==> src/rtl/fifo_word_serializer.sv <==
// Serializes words from a first-word-fall-through FIFO into OUT_WIDTH-bit valid/ready slices.
// The next word loads on the same edge that accepts the last slice, so back-to-back words have no gap.
module fifo_word_serializer #(
  parameter int unsigned DATA_WIDTH = 32,
  parameter int unsigned OUT_WIDTH  = 8,
  parameter bit          LSB_FIRST  = 1'b1,
  parameter int unsigned CNT_WIDTH  = 16
) (
  input  logic                  clk,
  input  logic                  reset_n,
  input  logic                  fifo_empty,
  input  logic [DATA_WIDTH-1:0] fifo_rd_data,
  output logic                  fifo_rd_en,
  output logic                  out_valid,
  input  logic                  out_ready,
  output logic [OUT_WIDTH-1:0]  out_data,
  output logic                  out_last,
  output logic                  busy,
  output logic [CNT_WIDTH-1:0]  words_done
);

  localparam int unsigned RATIO     = DATA_WIDTH / OUT_WIDTH;
  localparam int unsigned IDX_WIDTH = (RATIO > 1) ? $clog2(RATIO) : 1;
  localparam logic [IDX_WIDTH-1:0] LAST_IDX = IDX_WIDTH'(RATIO - 1);

  localparam logic [0:0] IDLE = 1'b0;
  localparam logic [0:0] SEND = 1'b1;

  if (((DATA_WIDTH % OUT_WIDTH) != 0) || (RATIO < 2)) begin : g_bad_ratio
    $error("fifo_word_serializer: DATA_WIDTH must be an integral multiple (>= 2x) of OUT_WIDTH");
  end

  logic [0:0]            state_q, state_d;
  logic [DATA_WIDTH-1:0] hold_q, hold_d;
  logic [IDX_WIDTH-1:0]  idx_q, idx_d;
  logic [CNT_WIDTH-1:0]  words_q, words_d;
  logic [IDX_WIDTH-1:0]  sel_idx;
  int unsigned           sel_base;
  logic                  accept;
  logic                  load;

  assign out_valid  = (state_q == SEND);
  assign busy       = out_valid;
  assign out_last   = out_valid & (idx_q == LAST_IDX);
  assign accept     = out_valid & out_ready;
  assign load       = ~fifo_empty & ((state_q == IDLE) | (accept & out_last));
  // Gate with reset so a non-empty FIFO is never popped while the block is held in reset.
  assign fifo_rd_en = load & reset_n;
  assign words_done = words_q;

  always_comb begin
    sel_idx  = LSB_FIRST ? idx_q : (LAST_IDX - idx_q);
    sel_base = 32'(sel_idx) * OUT_WIDTH;
    out_data = '0;
    if (out_valid) begin
      out_data = hold_q[sel_base +: OUT_WIDTH];
    end
  end

  always_comb begin
    state_d = state_q;
    hold_d  = hold_q;
    idx_d   = idx_q;
    words_d = words_q;
    if (accept && out_last) begin
      words_d = words_q + CNT_WIDTH'(1);
    end
    if (load) begin
      state_d = SEND;
      hold_d  = fifo_rd_data;
      idx_d   = '0;
    end else if (accept) begin
      if (out_last) begin
        state_d = IDLE;
        idx_d   = '0;
      end else begin
        idx_d = idx_q + IDX_WIDTH'(1);
      end
    end
  end

  always_ff @(posedge clk or negedge reset_n) begin
    if (!reset_n) begin
      state_q <= IDLE;
      hold_q  <= '0;
      idx_q   <= '0;
      words_q <= '0;
    end else begin
      state_q <= state_d;
      hold_q  <= hold_d;
      idx_q   <= idx_d;
      words_q <= words_d;
    end
  end

endmodule
==> config.mk <==
export PLATFORM = sky130hd
export DESIGN_NAME = fifo_word_serializer
export DESIGN_NICKNAME = d
export VERILOG_FILES = /design/src/rtl/fifo_word_serializer.sv
export SDC_FILE = /design/constraint.sdc
export NUM_CORES = 1
export LEC_CHECK = 0
export CORE_MARGIN = 1.5
export CORE_UTILIZATION = 35
export CTS_CLUSTER_SIZE = 8
export DETAILED_ROUTE_END_ITERATION = 12
export PLACE_DENSITY_LB_ADDON = 0.08
export SLEW_MARGIN = 20
export SYNTH_ARGS = -nofsm -noshare
export SYNTH_HDL_FRONTEND = slang
export SYNTH_SLANG_ARGS = --single-unit
==> constraint.sdc <==
create_clock -name clk -period 2.6 [get_ports clk]
set_clock_uncertainty 0.2 [all_clocks]
set_input_delay 0.52 -clock clk [delete_from_list [all_inputs] [get_ports clk]]
set_output_delay 0.52 -clock clk [all_outputs]
set_load 0.02 [all_outputs]
* After elaboration in Yosys (flattened, before gate mapping) *
Index checks and enable logic that the tools add are counted.

cells by class
  add/subtract/negate cells = 2
  eq/ne operators = 1
  shift-type cells = 1
  mux-type cells = 7
  bitwise operators = 8
  reduce and logical (&&, ||, !) cells = 4

operators with widths
  cell                                                              number
  32-bit by 6-bit indexed part select with 8-bit output             1
  16-bit by 1-bit adder with 16-bit output (second input constant)  1
  8-bit two-way mux                                                 1
  2-bit two-way mux                                                 3
  1-bit bitwise AND                                                 5
  2-bit nonzero test                                                2
  1-bit two-way mux                                                 3
  2-bit by 1-bit adder with 2-bit output (second input constant)    1
  2-bit == test (second input constant)                             1
  1-bit inverter                                                    2
  2-bit AND reduction                                               1
  1-bit logical AND                                                 1
  1-bit bitwise OR                                                  1

word-level totals
  register bits = 51
  output and inout bits = 28
  word-level logic and storage cells = 27

* Depth between registers and ports, before layout *
  depth after elaboration = 7
  depth in mapped cells = 5
  gate-level depth less buffers = 5

* Worst setup path after synthesis *
No wires, ideal clock.

  path kind = reg-to-output
  from = register idx_q[0]
  to = output port fifo_rd_en
  arrival = 1364 ps
  setup slack = 516 ps
  cell stages (with the launch flop) = 6
  path buffers = 1
  cell sequence = dfrtp_1 -> ha_1 -> nand2_1 -> a21oi_4 -> buf_6 -> and2_1

between the ends
  longest elaborated chain between the ends = 6

RTL lines
  item                      RTL line  text
  start: declaration        35        logic [IDX_WIDTH-1:0] idx_q, idx_d;
  start signal: assignment  91        idx_q <= idx_d;
  2-bit == test             44        assign out_last = out_valid & (idx_q == LAST_IDX);
  1-bit bitwise AND         44
  1-bit bitwise AND         46        assign load = ~fifo_empty & ((state_q == IDLE) | (accept & out_last));
  1-bit bitwise OR          46
  1-bit bitwise AND         46
  1-bit bitwise AND         48        assign fifo_rd_en = load & reset_n;
  end: declaration          13        output logic fifo_rd_en,

Every way passes these cells.

* Worst setup path in the final report *
  from = register idx_q[0]
  to = output port out_data[0]

between the ends
  longest elaborated chain between the ends = 2

RTL lines
  item                                                   RTL line  text
  32-bit by 6-bit indexed part select with 8-bit output  56        out_data = hold_q[sel_base +: OUT_WIDTH];
  8-bit two-way mux                                      55        if (out_valid) begin
  end: declaration                                       16        output logic [OUT_WIDTH-1:0] out_data,

Every way passes these cells.

==> impl_metrics.tcl <==
set metrics [dict create \
    pwr-share-clk_pct 16.0 \
    slew_violations 0 \
    viasPerCell 4.94 \
    final_core_util_pct 49.8 \
    path_class "reg -> out" \
    start_kind "flop" \
    drtPass1Iterations 8 \
    yosys-top-cells-count "51 x dfrtp_1, 28 x mux2_1, 11 x nand2_1" \
    synth.top_cell.area_share_pct 54.3 \
    rows 29 \
    p_per_area_nw_per_um2 964 \
    synth_area_sq_um 2350 \
    grt_max_degree 52 \
    switching_share_pct 32.3 \
    stdcell_count 320 \
    cts_buffers 5 \
    r2r_cells 5 \
    grt_overflow 0 \
    drt_iter0_markers 38 \
    layout_min_cycle_time_ps 2530 \
    crit_fanout 6 \
    crit_path_end_kind "output port" \
    reg2reg_to "hold_q[5]" \
    combPwrFrac_pct 43.3 \
    avgRoutedWirePerCell_um 15.4 \
    core_area_sq_um 6420 \
    ys_seq_area_share_pct 54.3 \
    maxCapViolations 0 \
    worst-path-stages 4 \
    diodes 0 \
    syn_area_per_cell_sq_um 13.8 \
    syn_to_final_growth_pct 36.0 \
    final_nets 280 \
    dpl.cell_count 312 \
    drive_gt1_share_pct 15.6 \
    groute.usage.overall_pct 15.0 \
    antenna_found_initial 0 \
    place_congestion 0.831 \
    synth-seq-cells 51 \
    worstMarginPinSlew_ps 632 \
    htreeDepth 2 \
    io_buffers 63 \
    start_util_pct 36.6 \
    synth-async-reset-ratio_pct 100 \
    clk_latency_ps 300 \
    r2r_start "idx_q[0]" \
    synth_edf_count 0 \
    die_h_um 84.9 \
    synth_nets 208 \
    cp-endpoint "out_data[0]" \
    synth_warnings 0 \
    wirelength_mm 4.93 \
    seqPwrFrac_pct 40.7 \
    max-vdd-ir-drop_mv 0.438 \
    slowest_stage "mux4_2" \
    max_stage_delay_ps 480 \
    grt_pass1_vias 1700 \
    p_sw_uw 995 \
    crit_path_start "idx_q[0]" \
    violations "DRC" \
    relSlewSlack_pct 57.9 \
    cts_root_buf "clkbuf_8" \
    fmax_mhz 395 \
    dp_hpwl_mm 3.61 \
    route.antenna.remaining_nets 0 \
    hold_buffers 0 \
    finalPower_mw 3.08 \
    yosys.cell_types.count 28 \
    p_leak_nw 1.37 \
    status "complete, but fails checks" \
    regToRegSetupSlack_ps 620 \
    hold_path.class "in -> async" \
    synth_top_cells_by_area "dfrtp_1 54%, mux2_1 13%, mux4_2 7.7%, xnor2_1 3.7%, and2_1 2.7%" \
    dpl_cell_area_sq_um 3100 \
    final_area_sq_um 3200 \
    cp_top_family "multiplexers" \
    cts.clk_slew.worst_paths_ps 90 \
    drc 6 \
    path_cells "buf_12 > mux4_2 > and2_1 > dlygate4sd2_1" \
    whs_ps 142 \
    ios 64 \
    vias 1580 \
    crit_arrival_ps 1810 \
    cts_tree "done" \
    rsz0062_at_grt "false" \
    post_cts_buffers 0 \
    synthCells 170 \
    yosysMostFrequentCell "dfrtp_1" \
    fp.dieW_um 84.9 \
    required_ps 1880 \
    clockBufferDepth 2 \
    die_area_sq_um 7210 \
    min_period_over_period_pct 97.3 \
    synthFlopType "dfrtp_1" \
    intPower_mw 2.09 \
    synth_top_area_cell "dfrtp_1" \
    setup_viol 0 \
    clock_sinks 51 \
    grt_pass1_wl_mm 8.39 \
    final_hold_viol_count 0 \
    path_buf_inv 2 \
]
==> layout make-up <==
cell class	count	area [sq um]
Inverter	2	7.51
Timing Repair Buffer	73	707
Clock buffer	8	100
Fill cell	586	3230
Tap cell	77	96.3
Multi-Input combinational cell	109	1010
Sequential cell	51	1280
==> stage by stage <==
step                TNS (ps)  setup WS, ps
finish                     0          70.1
global route               0          8.78
CTS                        0          33.3
detailed placement      -206          -206
global placement        -239          -239
floorplan                  0           516
==> what timing repair did <==
item                                    4_1_cts  5_1_grt
gates resized for setup                      10        9
hold endpoints to repair                      0        0
endpoints found under the setup margin        9        8
pin swaps                                     0        0
==> routing by layer <==
metal  vias to the layer above  share of wire (%)  track usage [%]
li1                        738                  -                -
met5                         -                  0                0
met2                        51                 48             24.4
met1                       783                 43             19.6
met4                         0                2.0             5.51
met3                         8                6.0             3.50
==> worst min path at each step <==
| stage | from | endpoint | slack, ps | cells past startpoint |
|---|---|---|---|---|
| after global placement | words_done[15] | words_done[15] | 260 | 1 |
| after global routing | reset_n | hold_q[9] | 190 | 2 |
| after CTS | reset_n | hold_q[27] | 180 | 2 |
| after detailed placement | hold_q[23] | hold_q[23] | 270 | 1 |
| after floorplan | reset_n | busy | 20 | 0 |
| final | reset_n | hold_q[0] | 140 | 2 |
==> layout by cell type (no fill, tap or decap), types with 2 or more instances in the layout <==
| cell | n |
|---|---|
| dfrtp_1 | 50 |
| mux4_2 | 8 |
| xor2_1 | 5 |
| clkdlybuf4s50_1 | 53 |
| mux2_1 | 28 |
| xnor2_1 | 10 |
| and3_1 | 4 |
| mux2_2 | 4 |
| inv_1 | 2 |
| clkbuf_8 | 7 |
| ha_1 | 2 |
| nor2_1 | 4 |
| and2_1 | 10 |
| nand2_1 | 11 |
| clkdlybuf4s15_1 | 7 |
| o21ai_0 | 2 |
| nand4_1 | 5 |
| nor3_2 | 2 |
| nand3_1 | 6 |
| buf_4 | 9 |
==> logic make-up (layout without fill, tap and decap cells) <==
| family | after synthesis | count (layout) | synth area share, % |
|---|---|---|---|
| flip-flops | 51 | 51 | 54.3 |
| multiplexers | 40 | 40 | 23.0 |
| AND/OR/NAND/NOR | 48 | 48 | 11.9 |
| buffers and inverters | 10 | 83 | 2.82 |
| adder cells (fa/ha/maj) | 2 | 2 | 1.06 |
| AO/OA/AOI/OAI | 4 | 4 | 1.33 |
| XOR/XNOR | 15 | 15 | 5.59 |
==> registers in the layout (all words and copies together) (netlist names) <==
| register | flops |
|---|---|
| busy | 1 |
| hold_q | 32 |
| idx_q | 2 |
| words_done | 16 |
==> power groups by stage <==
stage / sequential (mW) / clock [mW] / combinational [mW]
floorplan: 1.24 / 0 / 0.861
global placement: 1.24 / 0 / 1.41
detailed placement: 1.27 / 0 / 1.43
CTS: 1.26 / 0.510 / 1.34
global route: 1.30 / 0.555 / 1.45
finish: 1.26 / 0.492 / 1.33
(Power assumes the default switching activity.)
